<file path="config.mk">
export PLATFORM = sky130hd
export DESIGN_NAME = tcs3472_reader
export DESIGN_NICKNAME = d
export VERILOG_FILES = /design/src/rtl/tcs3472_reader_pkg.sv /design/src/rtl/i2c_txn_timer.sv /design/src/rtl/tcs3472_reader.sv
export SDC_FILE = /design/constraint.sdc
export NUM_CORES = 1
export LEC_CHECK = 0
export ABC_CLOCK_PERIOD_IN_PS = 9200
export CAP_MARGIN = 25
export CORE_MARGIN = 1.5
export CORE_UTILIZATION = 60
export DETAILED_ROUTE_END_ITERATION = 12
export GPL_ROUTABILITY_DRIVEN = 0
export PLACE_DENSITY = 0.85
export SYNTH_ARGS = -nofsm -noshare
export SYNTH_HDL_FRONTEND = slang
export SYNTH_HIERARCHICAL = 1
export SYNTH_SLANG_ARGS = --single-unit
</file>
<file path="constraint.sdc">
create_clock -name clk -period 9.2 [get_ports clk]
set_input_delay 1.38 -clock clk [delete_from_list [all_inputs] [get_ports clk]]
set_output_delay 1.38 -clock clk [all_outputs]
set_load 0.05 [all_outputs]
</file>
<file path="src/rtl/tcs3472_reader_pkg.sv">
// Shared definitions for the TCS3472 colour-sensor reader: register map,
// command encoding and the FSM state/phase encodings.
package tcs3472_reader_pkg;

  localparam logic [7:0] CMD_BIT    = 8'h80;
  localparam logic [7:0] ENABLE_VAL = 8'h03;  // PON | AEN

  localparam logic [7:0] REG_ENABLE = 8'h00;
  localparam logic [7:0] REG_ATIME  = 8'h01;
  localparam logic [7:0] REG_CDATAL = 8'h14;
  localparam logic [7:0] REG_CDATAH = 8'h15;
  localparam logic [7:0] REG_RDATAL = 8'h16;
  localparam logic [7:0] REG_RDATAH = 8'h17;
  localparam logic [7:0] REG_GDATAL = 8'h18;
  localparam logic [7:0] REG_GDATAH = 8'h19;
  localparam logic [7:0] REG_BDATAL = 8'h1A;
  localparam logic [7:0] REG_BDATAH = 8'h1B;

  typedef enum logic [2:0] {
    ST_IDLE    = 3'd0,
    ST_CFG_EN  = 3'd1,
    ST_CFG_AT  = 3'd2,
    ST_WAIT    = 3'd3,
    ST_RD_REQ  = 3'd4,
    ST_RD_ACK  = 3'd5,
    ST_RD_REL  = 3'd6,
    ST_PUBLISH = 3'd7
  } state_t;

  // Sub-phases of a configuration write: wait for done low and raise start,
  // hold start until done, then wait for done to fall again.
  typedef enum logic [1:0] {
    PH_ISSUE = 2'd0,
    PH_ACK   = 2'd1,
    PH_REL   = 2'd2
  } phase_t;

  // Command byte for data byte k (CDATAL first, BDATAH last).
  function automatic logic [7:0] data_cmd(input logic [2:0] k);
    logic [7:0] r;
    case (k)
      3'd0:    r = REG_CDATAL;
      3'd1:    r = REG_CDATAH;
      3'd2:    r = REG_RDATAL;
      3'd3:    r = REG_RDATAH;
      3'd4:    r = REG_GDATAL;
      3'd5:    r = REG_GDATAH;
      3'd6:    r = REG_BDATAL;
      default: r = REG_BDATAH;
    endcase
    return CMD_BIT | r;
  endfunction

endpackage

</file>
<file path="src/rtl/i2c_txn_timer.sv">
// Loadable down-counter shared between the inter-sample wait and the
// per-transaction timeout. expire is high while the count is 0 or 1, so a
// load of N followed by N decrementing cycles ends on the Nth cycle.
module i2c_txn_timer #(
  parameter int W = 24
) (
  input  logic         clk,
  input  logic         rst,
  input  logic         load,
  input  logic [W-1:0] load_val,
  input  logic         dec,
  output logic         expire
);

  logic [W-1:0] count;

  // Load has priority; decrement saturates at zero.
  always_ff @(posedge clk or posedge rst) begin
    if (rst) begin
      count <= '0;
    end else if (load) begin
      count <= load_val;
    end else if (dec && (count != '0)) begin
      count <= count - 1'b1;
    end
  end

  assign expire = (count[W-1:1] == '0);

endmodule

</file>
<file path="src/rtl/tcs3472_reader.sv">
// TCS3472 reader: enables the sensor, programs ATIME, then periodically reads
// the eight colour data bytes and publishes all four channels at once.
//
// Handshake with the I2C master: i2c_start is raised together with stable
// i2c_rw/i2c_reg/i2c_wdata and only when i2c_done is low; it is held until
// i2c_done is sampled high (read data captured on that same clock), then
// dropped, and no new request is made until i2c_done has returned low.
module tcs3472_reader
  import tcs3472_reader_pkg::*;
#(
  parameter logic [6:0]  SLAVE_ADDR     = 7'h29,
  parameter logic [7:0]  ATIME_VAL      = 8'hF6,
  parameter logic [23:0] WAIT_CYCLES    = 24'd125000,
  parameter logic [23:0] TIMEOUT_CYCLES = 24'd2000000
) (
  input  logic        clk,
  input  logic        rst,
  input  logic        run,
  output logic        i2c_start,
  output logic        i2c_rw,
  output logic [6:0]  i2c_addr,
  output logic [7:0]  i2c_reg,
  output logic [7:0]  i2c_wdata,
  input  logic [7:0]  i2c_rdata,
  input  logic        i2c_done,
  output logic [15:0] clear,
  output logic [15:0] red,
  output logic [15:0] green,
  output logic [15:0] blue,
  output logic        valid,
  output logic        busy,
  output logic        err,
  output state_t      dbg_state
);

  state_t      state, next_state;
  phase_t      phase, next_phase;
  logic        next_start, next_rw;
  logic [7:0]  next_reg, next_wdata;
  logic [2:0]  k, next_k;
  logic [63:0] shadow, next_shadow;
  logic        next_valid, next_err;
  logic        tmo, next_tmo;
  logic        tmr_load, tmr_dec, tmr_expire;
  logic [23:0] tmr_val;

  assign i2c_addr  = SLAVE_ADDR;
  assign busy      = (state != ST_IDLE);
  assign dbg_state = state;

  i2c_txn_timer #(.W(24)) u_timer (
    .clk      (clk),
    .rst      (rst),
    .load     (tmr_load),
    .load_val (tmr_val),
    .dec      (tmr_dec),
    .expire   (tmr_expire)
  );

  // State, handshake outputs, shadow bytes and published channels.
  always_ff @(posedge clk or posedge rst) begin
    if (rst) begin
      state     <= ST_IDLE;
      phase     <= PH_ISSUE;
      i2c_start <= 1'b0;
      i2c_rw    <= 1'b0;
      i2c_reg   <= 8'h00;
      i2c_wdata <= 8'h00;
      k         <= 3'd0;
      shadow    <= '0;
      valid     <= 1'b0;
      err       <= 1'b0;
      tmo       <= 1'b0;
      clear     <= 16'h0000;
      red       <= 16'h0000;
      green     <= 16'h0000;
      blue      <= 16'h0000;
    end else begin
      state     <= next_state;
      phase     <= next_phase;
      i2c_start <= next_start;
      i2c_rw    <= next_rw;
      i2c_reg   <= next_reg;
      i2c_wdata <= next_wdata;
      k         <= next_k;
      shadow    <= next_shadow;
      valid     <= next_valid;
      err       <= next_err;
      tmo       <= next_tmo;
      if (next_valid) begin
        clear <= shadow[15:0];
        red   <= shadow[31:16];
        green <= shadow[47:32];
        blue  <= shadow[63:48];
      end
    end
  end

  // Next-state and next-output logic.
  always_comb begin
    next_state  = state;
    next_phase  = phase;
    next_start  = i2c_start;
    next_rw     = i2c_rw;
    next_reg    = i2c_reg;
    next_wdata  = i2c_wdata;
    next_k      = k;
    next_shadow = shadow;
    next_valid  = 1'b0;
    next_err    = err;
    next_tmo    = tmo;
    tmr_load    = 1'b0;
    tmr_dec     = 1'b0;
    tmr_val     = TIMEOUT_CYCLES;

    case (state)
      ST_IDLE: begin
        if (run) begin
          next_state = ST_CFG_EN;
          next_phase = PH_ISSUE;
          next_err   = 1'b0;
        end
      end

      ST_CFG_EN, ST_CFG_AT: begin
        case (phase)
          PH_ISSUE: begin
            if (!run) begin
              next_state = ST_IDLE;
            end else if (!i2c_done) begin
              next_start = 1'b1;
              next_rw    = 1'b0;
              next_reg   = (state == ST_CFG_EN) ? (CMD_BIT | REG_ENABLE)
                                                : (CMD_BIT | REG_ATIME);
              next_wdata = (state == ST_CFG_EN) ? ENABLE_VAL : ATIME_VAL;
              tmr_load   = 1'b1;
              next_phase = PH_ACK;
            end
          end
          PH_ACK: begin
            tmr_dec = 1'b1;
            if (i2c_done) begin
              next_start = 1'b0;
              next_phase = PH_REL;
            end else if (tmr_expire) begin
              next_start  = 1'b0;
              next_err    = 1'b1;
              next_tmo    = 1'b1;
              next_shadow = '0;
              next_phase  = PH_REL;
            end
          end
          PH_REL: begin
            if (!i2c_done) begin
              next_phase = PH_ISSUE;
              if (tmo) begin
                next_tmo = 1'b0;
                if (run) begin
                  next_state = ST_CFG_EN;
                  next_err   = 1'b0;
                end else begin
                  next_state = ST_IDLE;
                end
              end else if (!run) begin
                next_state = ST_IDLE;
              end else if (state == ST_CFG_EN) begin
                next_state = ST_CFG_AT;
              end else begin
                next_state = ST_WAIT;
                tmr_load   = 1'b1;
                tmr_val    = WAIT_CYCLES;
              end
            end
          end
          default: next_phase = PH_ISSUE;
        endcase
      end

      ST_WAIT: begin
        if (!run) begin
          next_state = ST_IDLE;
        end else begin
          tmr_dec = 1'b1;
          if (tmr_expire) begin
            next_state  = ST_RD_REQ;
            next_k      = 3'd0;
            next_shadow = '0;
          end
        end
      end

      ST_RD_REQ: begin
        if (!run) begin
          next_state  = ST_IDLE;
          next_shadow = '0;
        end else if (!i2c_done) begin
          next_start = 1'b1;
          next_rw    = 1'b1;
          next_reg   = data_cmd(k);
          next_wdata = 8'h00;
          tmr_load   = 1'b1;
          next_state = ST_RD_ACK;
        end
      end

      ST_RD_ACK: begin
        tmr_dec = 1'b1;
        if (i2c_done) begin
          next_shadow[{k, 3'b000} +: 8] = i2c_rdata;
          next_start = 1'b0;
          next_state = ST_RD_REL;
        end else if (tmr_expire) begin
          next_start  = 1'b0;
          next_err    = 1'b1;
          next_tmo    = 1'b1;
          next_shadow = '0;
          next_state  = ST_RD_REL;
        end
      end

      ST_RD_REL: begin
        if (!i2c_done) begin
          if (tmo) begin
            next_tmo    = 1'b0;
            next_shadow = '0;
            if (run) begin
              next_state = ST_CFG_EN;
              next_phase = PH_ISSUE;
              next_err   = 1'b0;
            end else begin
              next_state = ST_IDLE;
            end
          end else if (!run) begin
            next_state  = ST_IDLE;
            next_shadow = '0;
          end else if (k == 3'd7) begin
            next_state = ST_PUBLISH;
            next_valid = 1'b1;
          end else begin
            next_k     = k + 3'd1;
            next_state = ST_RD_REQ;
          end
        end
      end

      ST_PUBLISH: begin
        if (run) begin
          next_state = ST_WAIT;
          tmr_load   = 1'b1;
          tmr_val    = WAIT_CYCLES;
        end else begin
          next_state = ST_IDLE;
        end
      end

      default: next_state = ST_IDLE;
    endcase
  end

endmodule

</file>
==> results of run 1 <==
[layout by cell type, fill, tap and decap left out, types with 12 or more instances in the layout]
| cell type | count |
|---|---|
| conb_1 | 22 |
| clkbuf_16 | 17 |
| a21oi_1 | 28 |
| nor3_1 | 12 |
| a22oi_1 | 16 |
| ha_1 | 14 |
| o21ai_0 | 43 |
| clkdlybuf4s50_1 | 96 |
| inv_1 | 18 |
| dfrtp_1 | 173 |
| nand2_1 | 59 |
| a22o_1 | 44 |
| a31oi_1 | 15 |
| nor2_1 | 39 |
| mux2_2 | 82 |
| nand3_1 | 17 |
[cell families after synthesis]
family | Yosys count | share of synthesized area
AO/OA/AOI/OAI | 205 | 0.174
multiplexers | 85 | 0.112
AND/OR/NAND/NOR | 208 | 0.129
XOR/XNOR | 9 | 0.00925
flip-flops | 173 | 0.508
other | 2 | 0.000881
adder cells (fa/ha/maj) | 14 | 0.0206
buffers and inverters | 84 | 0.0467
[per-stage QoR]
step	instance area, um2	hold WS (ns)	power, W	utilization	worst slack, ns
floorplan	8600	0.462	0.00157	-	3.81
global placement	9510	0.479	0.00171	0.685	4.18
detailed placement	9510	0.482	0.00175	0.685	3.96
CTS	10100	0.501	0.00252	0.731	4.38
global route	10200	0.515	0.00264	0.733	3.84
finish	10200	0.501	0.00253	0.733	4.24
[Yosys cell counts, types with 3 or more instances]
cell type  count  share of area
nand3_1       17          0.010
mux2_2        82           0.11
inv_1         19         0.0084
a21o_1         3         0.0026
dfrtp_1      173           0.51
nor3_1        12         0.0070
or3_1         11         0.0081
a21oi_1       28          0.016
a211oi_1       4         0.0035
buf_1          6         0.0026
o221ai_1       6         0.0062
nor4_1         8         0.0059
nand2b_1      11         0.0081
a31oi_1       15          0.011
xor2_1         4         0.0041
mux2i_1        3         0.0035
nand3b_1       5         0.0044
nor2b_1        6         0.0044
o2bb2ai_1      4         0.0041
or4_1          8         0.0070
buf_4         16          0.014
o21ai_0       43          0.025
nand2_1       59          0.026
or2_2          5         0.0037
nor2_1        39          0.017
buf_2         12         0.0070
and3_1         3         0.0022
o311ai_0       5         0.0051
nand4b_1       3         0.0031
o31ai_1       11         0.0097
xnor2_1        5         0.0051
clkbuf_1      29          0.013
ha_1          14          0.021
or4_2          4         0.0041
a22o_1        44          0.045
a22oi_1       16          0.014
o211ai_1       5         0.0044
[power groups by stage]
stage | Combinational (W) | Clock [W] | Sequential (W)
CTS | 0.000729 | 0.000773 | 0.00102
finish | 0.000737 | 0.000765 | 0.00103
detailed placement | 0.000723 | 0 | 0.00103
global placement | 0.000688 | 0 | 0.00102
global route | 0.000799 | 0.000801 | 0.00104
floorplan | 0.000530 | 0 | 0.00104
[routing by layer]
metal | vias to the layer above | global-route usage | part of all wire
li1 | 3007 | - | -
met1 | 3320 | 0.389 | 0.42
met2 | 372 | 0.452 | 0.48
met3 | 55 | 0.0459 | 0.075
met4 | 0 | 0.109 | 0.024
met5 | - | 0 | 0
[final timing paths]
kind / start / end / slack, ns / cells past startpoint
max reg2reg: dbg_state[0] / u_timer/count[14] / 4.73 / 7
min: shadow[11] / shadow[11] / 0.50 / 1
max: run / u_timer/count[14] / 4.24 / 8
min in group asynchronous: rst / green[0] / 1.40 / 2
min reg2reg: shadow[11] / shadow[11] / 0.50 / 1
max in group asynchronous: rst / valid / 6.70 / 4
[layout make-up]
| cell class | count | area (um2) | area share |
|---|---|---|---|
| sequential | 173 | 4330 | 0.425 |
| multi-input combinational | 543 | 3870 | 0.380 |
| timing repair buffer | 105 | 1050 | 0.103 |
| clock buffer | 18 | 439 | 0.0431 |
| tap | 180 | 225 | 0.0221 |
| clock inverter | 13 | 190 | 0.0187 |
| inverter | 20 | 80.1 | 0.00787 |
[critical path: cells and delay by family]
kind            cells  cell delay, ns
buf+inv             3            1.82
simple gates        2            0.82
compound gates      3            1.24
==> out/results.ini, run 1 <==
[run_status]
status=finished, final reports clean

[detailed_routing]
via_per_inst=6.42
remaining_drc_errors=0
drt-wirelength-per-cell_um=19.4
postRouteAntennaNets=0
detailroute.via_count=6754
routed_wl_um=20400
drt_iter0_markers=651
firstDrtPassIters=5

[logic_synthesis]
synth_async_sr_flop_share=1.00
syn_area_per_cell_um2=10.9
synth_edf_count=0
postSynthCellCount=780
seq_area_frac_synth=0.508
ys_types=67
syn_area_um2=8520
synth-main-ff-cell=dfrtp_1
ys_seq_elements=173
ys_warn_count=6

[pwr]
sw_frac_of_total=0.360
seq_power_share=0.406
p_comb_frac=0.292
p_per_area_nw_per_um2=248
leakage_nw=4.54
power_report.internal_total_w=0.00162
power_frac_clock=0.303
peakVddDrop_v=0.000237
p_switching_w=0.000911

[die]
die_h_um=122
initial_core_util=0.614
coreArea_um2=13900
dieArea_um2=14900
die_x_um=122
rows=43
pin_count=107

[sta]
drv_slew=0
rsz0062_at_grt=no
hold_viol=0
slew_headroom=0.327
setup-violations-final=0
finalCritPeriodShare=0.539
max_freq_ghz=0.201
fin_setup_tns_ns=0
period_minus_slack_ns=4.96
fin_worst_skew_ns=0.00927
worst_pin_slew_ns=1.00

[setup_path]
worstSetupEndpointType=register
arrival_ns=5.27
cp_max_fo=30
cp_slowest_cell=inv_1
path_class=input port to register
cp.required_ns=9.51
critPathLaunchType=input port
slowest_delay_ns=0.91
crit_chain=clkdlybuf4s50_1 -> inv_1 -> nor2_1 -> a31oi_1 -> nand2_1 -> inv_1 -> o311ai_0 -> o311ai_0

[finish]
fillers=892
reg_top3=shadow x64, u_timer/count x24
nets=886
drive_gt1_frac=0.167
area_growth_pct=19.5
antenna_cells=0
largest_reg_flops=64
regMostFlops=shadow
finalNonFillerCells=1052

[global_routing]
grt_max_degree=93
grt_pass1_vias=6358
track_usage=0.283
grt_pass1_wl_um=32800
grt.overflow.total=0
antenna_found_initial=0

[min_path]
hp-class=register to register

[place]
portBuffers=96
post-dp-hpwl_um=13600
dp.cells=1019

[cts]
cts_hold_buf=0
clk_pin_slew_worst_paths_ns=0.07
postCtsSetupRepairBufs=0
cts_made_buffers=17
cts_max_level=4
cts_sinks=173
clockBufferDepth=2
cts-root-buf=clkbuf_16
tritoncts=done
post_cts_resized=0
clkLatencyLatePin_ns=0.43

[job]
cap_viol_max_count=0

Note: power is estimated with default switching activity, not from simulation.
==> run 2, diff against run 1 <==
Settings changed: ABC_CLOCK_PERIOD_IN_PS 9200 to 4600, CORE_UTILIZATION 60 to 56, PLACE_DENSITY 0.85 to 0.8.
Clock period 9.2 ns to 4.6 ns, I/O delays scaled along.
==> out/results.ini, run 2 (synthesized netlist as in run 1, its figures left out) <==
[finish]
area_growth_pct=19.7  ; was 19.5%
fin_area_um2=10200  ; about the same
reg_top3=shadow x64, u_timer/count x24  ; unchanged
largest_reg_flops=64  ; unchanged
antenna_cells=0  ; unchanged
nets=894  ; was 886
final_cell_mix=dfrtp_1, clkdlybuf4s50_1, mux2_2  ; unchanged
drive_gt1_frac=0.175  ; was 0.167
layout_commonest_cell=dfrtp_1  ; unchanged
regMostFlops=shadow  ; unchanged

[setup_path]
path_class=register to register  ; was input port to register
cp_max_fo=19  ; was 30
cp.required_ns=4.91  ; was 9.51 ns
worstSetupEndpointType=register  ; unchanged
arrival_ns=3.72  ; was 5.27 ns
critPathLaunchType=register  ; was input port

[detailed_routing]
drt_iter0_markers=566  ; was 651
postRouteAntennaNets=0  ; unchanged
detailroute.via_count=6720  ; was 6,754
via_per_inst=6.31  ; was 6.42
routed_wl_um=20600  ; was 20,400 um
remaining_drc_errors=0  ; unchanged
drt-wirelength-per-cell_um=19.3  ; was 19.4 um
firstDrtPassIters=7  ; was 5

[place]
pre_cts_slack_ns=1.09  ; was 3.96 ns
place_area_um2=9600  ; was 9510 um2
portBuffers=96  ; unchanged
post-dp-hpwl_um=13600  ; about the same

[sta]
fin_ws_ns=1.19  ; was 4.24 ns
max_freq_ghz=0.293
hold_viol=0  ; unchanged
fin_worst_skew_ns=0.00779  ; was 0.00927 ns
rsz0062_at_grt=no  ; unchanged
period_minus_slack_ns=3.41
drv_slew=0  ; unchanged
fin_setup_tns_ns=0  ; unchanged
finalCritPeriodShare=0.742
slew_headroom=0.322  ; was 0.327
setup-violations-final=0  ; unchanged
worst_pin_slew_ns=1.01  ; was 1.00 ns

[pwr]
p_total_w=0.00499  ; was 0.00253 W
peakVddDrop_v=0.000503  ; was 0.000237 V
p_per_area_nw_per_um2=490  ; was 248 nW/um2
leakage_nw=4.57  ; was 4.54 nW

[cts]
clockBufferDepth=2  ; unchanged
postCtsSetupRepairBufs=0  ; unchanged
cts_hold_buf=0  ; unchanged
clk_pin_slew_worst_paths_ns=0.06  ; was 0.07 ns
tritoncts=done  ; unchanged
cts_max_level=4  ; unchanged
clkLatencyLatePin_ns=0.43  ; about the same
cts_made_buffers=17  ; unchanged
post_cts_resized=0  ; unchanged
cts-root-buf=clkbuf_16  ; unchanged
cts_sinks=173  ; unchanged

[global_routing]
track_usage=0.265  ; was 0.283
antenna_found_initial=0  ; unchanged
grt_pass1_vias=6501  ; was 6,358
grt_max_degree=150  ; was 93
grt.overflow.total=0  ; unchanged
grt_pass1_wl_um=33400  ; was 32,800 um

[die]
die_x_um=126  ; was 122 um
coreArea_um2=14700  ; was 13,900 um2
dieArea_um2=16000  ; was 14,900 um2
pin_count=107  ; unchanged
die_h_um=126  ; was 122 um
initial_core_util=0.580  ; was 0.614
rows=44  ; was 43

[run_status]
status=finished, final reports clean  ; unchanged

[job]
cap_viol_max_count=0  ; unchanged

[min_path]
hp-class=register to register  ; unchanged

-- run 2: cell count changes in the layout (fill, tap and decap cells not counted), moves of 2 or more --
cell / change
buf_4: +9
clkinvlp_4: -3
clkinv_2: +2
bufinv_16: -2
inv_6: +2
-- run 2: stage by stage --
step	hold WS, ns	std cells	utilization
after floorplan	0.462	800	-
after global placement	0.478	1031	0.653
after detailed placement	0.484	1032	0.653
after CTS	0.501	1064	0.693
after global routing	0.518	1065	0.694
final	0.493	1065	0.694
-- run 2: metal layers --
metal,global-route usage,part of all wire,vias up
met1,0.358,0.44,3366
met2,0.430,0.48,303
met4,0.0967,0.018,0
li1,-,-,3017
met5,0,0,-
met3,0.0544,0.065,34
-- run 2: cell type report --
type,instances,area [um2]
multi-input cells,543,3870
clock buffers,20,457
inverters,20,78.8
clock inverters,12,134
flip-flops and latches,173,4330
repair buffers,113,1100
fillers,1032,4500
well taps,184,230
-- run 2: final timing paths --
path / start / end / slack (ns) / depth (start not counted)
worst max-delay path: u_timer/count[2] / shadow[9] / 1.19 / 8
worst min-delay path: shadow[40] / shadow[40] / 0.49 / 1
worst max register to register: u_timer/count[2] / shadow[9] / 1.19 / 8
worst min register to register: shadow[40] / shadow[40] / 0.49 / 1
max in group asynchronous: rst / u_timer/count[23] / 3.16 / 2
min in group asynchronous: rst / u_timer/count[8] / 0.86 / 2
-- run 2: critical path, stage by stage, from the launching register on --
cell,delay [ns]
dfrtp_1,0.44
nor4_1,0.62
and3b_1,0.29
nand2_1,0.07
nor4_1,0.55
a2bb2oi_4,0.28
o21ai_4,0.20
or3_1,0.57
a22o_1,0.26
-- run 2: power by group --
| part | internal, W | switching, W |
|---|---|---|
| Sequential | 0.00176 | 0.000264 |
| Clock | 0.000834 | 0.000609 |
| Combinational | 0.000571 | 0.000952 |
| Total | 0.00317 | 0.00183 |
==> run 3, diff against run 2 <==
Settings changed: ABC_CLOCK_PERIOD_IN_PS 4600 to 3000, CORE_UTILIZATION 56 to 50, PLACE_DENSITY 0.8 to 0.76.
Clock period 4.6 ns to 3 ns, I/O delays scaled along.
==> out/results.ini, run 3 (synthesized netlist as in run 1, its figures left out) <==
[finish]
reg_top3=shadow x64, u_timer/count x24  ; unchanged
finalNonFillerCells=1128  ; was 1,065
fillers=1340  ; was 1,032
antenna_cells=0  ; unchanged
fin_area_um2=10500  ; was 10,200 um2
area_growth_pct=23.5  ; was 19.7%
largest_reg_flops=64  ; unchanged
nets=921  ; was 894
layout_commonest_cell=dfrtp_1  ; unchanged
drive_gt1_frac=0.206  ; was 0.175
regMostFlops=shadow  ; unchanged
final_cell_mix=dfrtp_1, clkdlybuf4s50_1, mux2_2  ; unchanged

[sta]
rsz0062_at_grt=no  ; unchanged
period_minus_slack_ns=2.85  ; was 3.41 ns
finalCritPeriodShare=0.951  ; was 0.742
whs_ns=0.408  ; was 0.493 ns
worst_pin_slew_ns=0.859  ; was 1.01 ns
fin_setup_tns_ns=0  ; unchanged
slew_headroom=0.428  ; was 0.322
hold_viol=0  ; unchanged
fin_worst_skew_ns=0.0115  ; was 0.00779 ns
max_freq_ghz=0.350  ; was 0.293 GHz
setup-violations-final=0  ; unchanged
drv_slew=0  ; unchanged

[setup_path]
arrival_ns=3.19  ; was 3.72 ns
crit_chain=or4_4 -> nor3_1 -> nand2_1 -> nor4_2 -> buf_4 -> a2bb2oi_4 -> o21ai_4 -> or3_1 -> a22o_1  ; was nor4_1 -> and3b_1 -> nand2_1 -> nor4_1 -> a2bb2oi_4 -> o21ai_4 -> or3_1 -> a22o_1
cpLargestDelayFamily=simple AND/OR/NAND/NOR gates  ; unchanged
cp_slowest_cell=or4_4  ; was nor4_1
path_class=register to register  ; unchanged
critPathLaunchType=register  ; unchanged
cp.required_ns=3.34  ; was 4.91 ns
slowest_delay_ns=0.59  ; was 0.62 ns
worstSetupEndpointType=register  ; unchanged
cp_max_fo=8  ; was 19
crit_buf_inv=1  ; was 0

[detailed_routing]
drt-wirelength-per-cell_um=17.6  ; was 19.3 um
remaining_drc_errors=0  ; unchanged
top_layer_used=met4  ; unchanged
postRouteAntennaNets=0  ; unchanged
firstDrtPassIters=5  ; was 7
wl_met2_um=9590  ; was 9900 um
drt_iter0_markers=511  ; was 566
via_per_inst=5.86  ; was 6.31
detailroute.via_count=6611  ; was 6,720
wl_met1_um=9150  ; was 8990 um
routed_wl_um=19900  ; was 20,600 um
routed-wl-met3_um=910  ; was 1330 um

[cts]
tritoncts=done  ; unchanged
clkLatencyLatePin_ns=0.44  ; was 0.43 ns
cts_sinks=173  ; unchanged
clk_pin_slew_worst_paths_ns=0.08  ; was 0.06 ns
cts_max_level=4  ; unchanged
cts-root-buf=clkbuf_16  ; unchanged
cts_made_buffers=17  ; unchanged
clockBufferDepth=2  ; unchanged
postCtsSetupRepairBufs=0  ; unchanged

[pwr]
peakVddDrop_v=0.000543  ; was 0.000503 V
leakage_nw=4.72  ; was 4.57 nW
p_per_area_nw_per_um2=737  ; was 490 nW/um2
p_total_w=0.00775  ; was 0.00499 W

[die]
die_x_um=134  ; was 126 um
die_h_um=134  ; was 126 um
coreArea_um2=16600  ; was 14,700 um2
initial_core_util=0.512  ; was 0.580
pin_count=107  ; unchanged
rows=47  ; was 44
dieArea_um2=17800  ; was 16,000 um2

[global_routing]
grt_pass1_wl_um=33100  ; was 33,400 um
grt_max_degree=150  ; unchanged
grt_pass1_vias=6271  ; was 6,501
grt.overflow.total=0  ; unchanged
antenna_found_initial=0  ; unchanged
track_usage=0.234  ; was 0.265

[min_path]
hp-class=input port to async pin  ; was register to register

[place]
dp.cells=1095  ; was 1,032
post-dp-hpwl_um=13500  ; was 13,600 um
place_area_um2=9860  ; was 9600 um2
portBuffers=96  ; unchanged

[run_status]
status=finished, final reports clean  ; unchanged

[job]
cap_viol_max_count=0  ; unchanged

-- run 3: power breakdown --
| group | switching, W | internal, W | leakage [nW] | total (W) |
|---|---|---|---|---|
| Combinational | 0.00143 | 0.000980 | 2.12 | 0.00241 |
| Sequential | 0.000414 | 0.00270 | 2.30 | 0.00311 |
| Clock | 0.00109 | 0.00114 | 0.295 | 0.00223 |
-- run 3: per-stage QoR --
step | utilization | setup slack, ns
detailed placement | 0.593 | 0.197
finish | 0.632 | 0.146
floorplan | - | 0.0116
global placement | 0.593 | 0.242
CTS | 0.630 | 0.179
global route | 0.632 | 0.0344
-- run 3: worst paths after layout --
path,start,end,slack (ns),cells after the start
max,u_timer/count[8],shadow[13],0.15,9
min,rst,u_timer/count[19],0.41,2
max reg2reg,u_timer/count[8],shadow[13],0.15,9
min reg2reg,i2c_reg[1],i2c_reg[1],0.48,2
max in group asynchronous,rst,shadow[59],1.81,3
min in group clk,i2c_reg[1],i2c_reg[1],0.48,2
-- run 3: cell type report --
| type | count | area, um2 | area share |
|---|---|---|---|
| well taps | 220 | 275 | 0.0262 |
| repair buffers | 140 | 1320 | 0.126 |
| clock buffers | 17 | 425 | 0.0404 |
| inverters | 20 | 78.8 | 0.00749 |
| multi-input cells | 543 | 3890 | 0.370 |
| flip-flops and latches | 173 | 4330 | 0.412 |
| clock inverters | 15 | 195 | 0.0186 |
-- run 3: per-layer routing --
| metal | track usage | up-vias |
|---|---|---|
| met5 | 0 | - |
| met4 | 0.0610 | 0 |
| met3 | 0.0472 | 24 |
| met2 | 0.382 | 207 |
| met1 | 0.321 | 3294 |
| li1 | - | 3086 |
-- run 3: repair_timing --
| action | 4_1_cts | 5_1_grt |
|---|---|---|
| setup endpoints to repair | 0 | 16 |
| resized for setup | 0 | 1 |
| hold endpoints to repair | 0 | 0 |
| hold buffers | 0 | 0 |
==> RTL change 1 (config.mk and constraints of run 2) <==
Reset style: synchronous (`rst`), changed in 2 clocked blocks.
--- a/src/rtl/i2c_txn_timer.sv
+++ b/src/rtl/i2c_txn_timer.sv
@@ -15,7 +15,7 @@
   logic [W-1:0] count;
 
   // Load has priority; decrement saturates at zero.
-  always_ff @(posedge clk or posedge rst) begin
+  always_ff @(posedge clk) begin
     if (rst) begin
       count <= '0;
     end else if (load) begin
--- a/src/rtl/tcs3472_reader.sv
+++ b/src/rtl/tcs3472_reader.sv
@@ -58,7 +58,7 @@
   );
 
   // State, handshake outputs, shadow bytes and published channels.
-  always_ff @(posedge clk or posedge rst) begin
+  always_ff @(posedge clk) begin
     if (rst) begin
       state     <= ST_IDLE;
       phase     <= PH_ISSUE;
Behaviour: differs if rst is asserted again (counterexample within 4 cycles, from zero or initial values and one cycle with rst high); with rst held inactive, the same outputs for 4 cycles.
==> RTL change 1 against run 2 <==
  * Maximum frequency fell by 1.1%
  * Sequential cell count is the same
  * Critical endpoint is now u_timer/count[14]$_SDFFE_PP0P_
  * Power is 3.9% higher
  * Final area is 4.6% higher
  * Final cell count rose by 32%
  * Hold slack worse by 0.041 ns
  * Die area up 5.7%
  * Wire length rose by 16%
  * Setup slack worse by 0.039 ns
  * Synthesized area rose by 5.8%
==> RTL change 1: results (changes against run 2) <==
| Metric | Value |
|---|---|
| Post-synthesis mux area share | `0.111% (-11 points)` |
| Post-synthesis cell type count | `80 (+19%)` |
| Layout cells sized above 1 | `7.12% (-10 points)` |
| Min-Delay Path Depth | `2 (+1)` |
| Post-synthesis compound-gate area fraction | `29.6% (+12 points)` |
| GRT met3 Usage | `5.17% (-0.27 points)` |
| Cell at the slowest stage of the critical path | `dfxtp_1` |
| Port Buf Inserts | `96 (unchanged)` |
| First-pass GRT wire length | `39,000 µm (+17%)` |
| Post-synth top flop | `dfxtp_1` |
| Crit path from | `dbg_state[1]$_SDFFE_PP0P_` |
| WHS | `0.452 ns (-0.0407 ns)` |
| Xor/xnor share of the synthesized area | `1.17% (+0.24 points)` |
| Vias in the first global route | `7,856 (+21%)` |
| VDD IR max | `0.393 mV (-22%)` |
| Worst-Margin Slew | `0.871 ns (-0.138 ns)` |
| WL met1 | `10,400 µm (+16%)` |
| Hold Path Origin | `clear[0]$_SDFFE_PP0P_` |
| FF-to-FF Start | `dbg_state[1]$_SDFFE_PP0P_` |
| Nets | `1,207 (+35%)` |
| Adder-cell share of the synthesized area | `1.94% (-0.11 points)` |
| Dpl hpwl | `15,900 µm (+17%)` |
| Largest stage delay on the critical path | `0.74 ns (+0.12 ns)` |
| CP endpoint | `u_timer/count[14]$_SDFFE_PP0P_` |
| Register area share after synthesis | `38.4% (-12 points)` |
| Largest fanout on the critical path | `29 (+10)` |
| Drt first pass iters | `5 (-2)` |
| Clock Latency Late Sink | `0.44 ns` |
| Pin count of the biggest net entering global routing | `85 (-43%)` |
| Via/cell ratio | `6.11 (-3.2%)` |
| Routed wl met2 | `11,200 µm (+14%)` |
| Regs by FF count | `shadow (64), u_timer/count (24)` |
| Crit path DAT | `3.79 ns (+0.07 ns)` |
| Hold EP | `clear[0]$_SDFFE_PP0P_` |
| Met3 WL | `1730 µm (+30%)` |
| GRT Total Usage | `29.0% (+2.4 points)` |
| Cell family with most CP delay | `compound AO/OA/AOI/OAI gates` |
| Async SR Flop Fraction | `0% (-100 points)` |
| Final WL | `23,900 µm (+16%)` |
| Met1 global-route usage | `39.1% (+3.3 points)` |
| Setup WS post-layout | `1.15 ns (-0.0391 ns)` |
| Area contributors post-synth | `dfxtp_1 (38%), nand2_1 (8.6%), a21oi_1 (7.2%)` |
| Post-CTS Setup Bufs | `0 (unchanged)` |
| Synth cell count leaders | `nand2_1 (206), dfxtp_1 (173), a21oi_1 (129)` |
| GR met2 Demand/Resource | `46.1% (+3.1 points)` |
| Reg2Reg Setup Slack | `1.15 ns (-0.04 ns)` |
| Post-CTS sizing | `0 (unchanged)` |
| Status | `finished clean` |
| Yosys warnings | `6 (unchanged)` |
| Pleak | `4.09 nW (-11%)` |
| Final Skew | `0.0113 ns (+0.00353 ns)` |
| Iteration-0 DRC count of the detailed router | `800 (+41%)` |
==> RTL change 1: changes by cell type after synthesis, moves of 19 or more <==
cell / run 2 / this run
nor2b_1: 6 / 25
dfxtp_1: 0 / 173
dfrtp_1: 173 / 0
a21o_1: 3 / 53
a22o_1: 44 / 1
a21oi_1: 28 / 129
mux2_2: 82 / 0
nand2_1: 59 / 206
==> RTL change 1: cell type report <==
type	count	area [µm²]
Fill cell	1342	5160
Multi-Input combinational cell	848	5090
Sequential cell	173	3460
Timing Repair Buffer	122	1160
Clock buffer	17	425
Tap cell	216	270
Clock inverter	15	188
Inverter	19	71.3
==> RTL change 1: stage by stage <==
step	cells	util, %	area (µm²)
finish	1410	67.4	10700
global route	1410	67.4	10700
floorplan	1134	-	9090
detailed placement	1377	63.4	10000
CTS	1409	67.3	10700
global placement	1377	63.4	10000
==> RTL change 1: report_power, final <==
part           switching, mW  leakage, nW  internal (mW)
sequential             0.205         1.40           1.65
clock                  0.717        0.294          0.742
combinational           1.29         2.40          0.593
total                   2.21         4.09           2.98
==> RTL change 2 (config.mk and constraints of run 2) <==
Made on the original files. Set the parameter `ATIME_VAL` to 8'h7B (it was 8'hF6).
--- a/src/rtl/tcs3472_reader.sv
+++ b/src/rtl/tcs3472_reader.sv
@@ -9,7 +9,7 @@
   import tcs3472_reader_pkg::*;
 #(
   parameter logic [6:0]  SLAVE_ADDR     = 7'h29,
-  parameter logic [7:0]  ATIME_VAL      = 8'hF6,
+  parameter logic [7:0]  ATIME_VAL      = 8'h7B,
   parameter logic [23:0] WAIT_CYCLES    = 24'd125000,
   parameter logic [23:0] TIMEOUT_CYCLES = 24'd2000000
 ) (
Behaviour: no difference found for any inputs over 4 cycles, from zero or initial values and one cycle with rst high; that may be too few to reach the edited logic, so the function may still have changed.
==> RTL change 2 against run 2 <==
  * Global-route usage shrank 1.4 points
  * Sequential share of layout area grew 0.41 points
  * Clock skew grew 0.0021 ns
  * Synthesized area shrank 1.2%
  * Via count shrank 6.9%
  * Largest power group unchanged
  * Wire length shrank 6.0%
  * Final area shrank 1.5%
  * Sequential cell count shrank 1
  * Sequential power shrank 3%
  * Final cell count shrank 3.4%
  * Critical endpoint is now shadow[60]$_DFFE_PP0P_
  * Setup slack gained 0.15 ns
  * Power grew 0.11%
==> RTL change 2: results (changes against run 2) <==
| Metric | Value |
|---|---|
| Post-synthesis mux area share | `10.5% (-0.65 points)` |
| GRT Total Usage | `25.2% (-1.4 points)` |
| GR met2 Demand/Resource | `40.9% (-2.1 points)` |
| GRT met3 Usage | `5.82% (+0.38 points)` |
| Total cell area at the placement stage | `0.00942 mm² (-1.9%)` |
| WHS | `0.486 ns (-0.00745 ns)` |
| VDD IR max | `0.607 mV (+21%)` |
| Vias in the first global route | `6,240 (-4.0%)` |
| Layout Cells excl Fill | `1,029 (-3.4%)` |
| Register area share after synthesis | `51.1% (+0.31 points)` |
| Worst slack, placed | `1.12 ns (+0.0325 ns)` |
| Layout cells sized above 1 | `12.2% (-5.3 points)` |
| Nets | `861 (-3.7%)` |
| Relative max-transition margin | `24.5% (-7.7 points)` |
| Pin count of the biggest net entering global routing | `89 (-41%)` |
| Syn_area_per_cell | `11.3 µm² (+3.9%)` |
| Dpl hpwl | `13,300 µm (-1.9%)` |
| Hold Path Origin | `shadow[46]$_DFFE_PP0P_` |
| Hold EP | `shadow[46]$_DFFE_PP0P_` |
| Reg2Reg Setup Slack | `1.34 ns (+0.15 ns)` |
| Status | `finished clean` |
| First-pass GRT wire length | `31,900 µm (-4.5%)` |
| Synth cell count leaders | `dfrtp_1 (172), nor2_1 (55), a22o_1 (47)` |
| Fillers | `1,045 (+1.3%)` |
| Met1 global-route usage | `34.0% (-1.8 points)` |
| CTS buffer count | `17 (unchanged)` |
| Clock Latency Late Sink | `0.43 ns (about the same)` |
| Final Skew | `0.00993 ns (+0.00214 ns)` |
| FF-to-FF Start | `u_timer/count[8]$_DFFE_PP0P_` |
| FF-to-FF path depth | `9 (+1)` |
| Final WL | `19,400 µm (-6.0%)` |
| DR vias | `6,253 (-6.9%)` |
| Crit path DAT | `3.57 ns (-0.15 ns)` |
| Adder-cell share of the synthesized area | `2.53% (+0.47 points)` |
| Xor/xnor share of the synthesized area | `0.936% (+0.011 points)` |
| Async SR Flop Fraction | `100% (unchanged)` |
| Antenna violations before repair | `0 (unchanged)` |
| Post-synthesis compound-gate area fraction | `15.2% (-2.2 points)` |
| Iteration-0 DRC count of the detailed router | `592 (+4.6%)` |
| Area contributors post-synth | `dfrtp_1 (51%), mux2_1 (5.2%), a22o_1 (4.9%)` |
| CTS root buf | `clkbuf_16` |
| Pleak | `4.63 nW (+1.3%)` |
| R2r endpoint | `shadow[60]$_DFFE_PP0P_` |
| Post-synthesis cell type count | `78 (+16%)` |
| Port Buf Inserts | `95 (-1.0%)` |
| Post-CTS sizing | `0 (unchanged)` |
| Drt first pass iters | `7 (unchanged)` |
| Largest fanout on the critical path | `8 (-11)` |
[RTL change 2: cell types whose count changed after synthesis, sizes merged, moves of 4 or more]
cell           run 2  this run
a21oi             28         9
inv               20        29
clkbuf            29        19
nand2             59        47
mux2i              3        11
o21ai             44        38
o221ai             6         2
nor2              39        56
mux2              82        69
a31oi             16        12
a21o               3         7
o22ai              0         9
a22oi             16         7
[RTL change 2: power breakdown]
part | internal [mW] | leakage, nW | total, mW | switching [mW]
Clock | 0.922 | 0.297 | 1.50 | 0.579
Combinational | 0.575 | 2.03 | 1.54 | 0.964
Sequential | 1.69 | 2.30 | 1.96 | 0.268
Total | 3.19 | 4.63 | 5.00 | 1.81
[RTL change 2: worst max-delay path, stage by stage (launching register included)]
cell and delay, ns:
dfrtp_1 0.43, or4_4 0.60, nor3_1 0.34, nand2_1 0.12
nor4_1 0.19, buf_4 0.18, o22ai_1 0.11, a21oi_2 0.47
nand3_1 0.42, a22o_1 0.29
[RTL change 2: layout make-up]
class                   count  area, µm²  area share (%)
clock inverters            11        168            1.67
clock buffers              21        450            4.49
multi-input cells         506       3730            37.1
repair buffers            106       1050            10.4
flip-flops and latches    172       4300            42.9
inverters                  29        113            1.12
well taps                 184        230            2.29
[RTL change 2: worst max path at each step]
stage	start	end	slack, ns	cells past startpoint
floorplan	dbg_state[0]$_DFFE_PP0P_	u_timer/count[10]$_DFFE_PP0P_	1.42	9
global placement	run	u_timer/count[10]$_DFFE_PP0P_	1.19	8
detailed placement	run	u_timer/count[10]$_DFFE_PP0P_	1.12	8
CTS	dbg_state[0]$_DFFE_PP0P_	busy	1.37	2
global route	u_timer/count[2]$_DFFE_PP0P_	shadow[57]$_DFFE_PP0P_	1.03	9
finish	u_timer/count[8]$_DFFE_PP0P_	shadow[60]$_DFFE_PP0P_	1.34	9
[RTL change 2: cells by family (layout without fill, tap and decap cells)]
| group | after synthesis | after routing |
|---|---|---|
| adders and majority gates | 17 | 17 |
| xor gates and xnor gates | 9 | 9 |
| muxes | 80 | 80 |
| buffers and inverters | 85 | 167 |
| AOI/OAI and AO/OA | 173 | 173 |
| other | 2 | 23 |
| DFF | 172 | 172 |
| and+or+nand+nor | 204 | 204 |
[RTL change 2: per-layer routing]
layer | routed length, µm | share of wire (%)
met5 | 0 | 0
met4 | 276 | 1.4
met1 | 8340 | 43
met3 | 1240 | 6.4
met2 | 9500 | 49
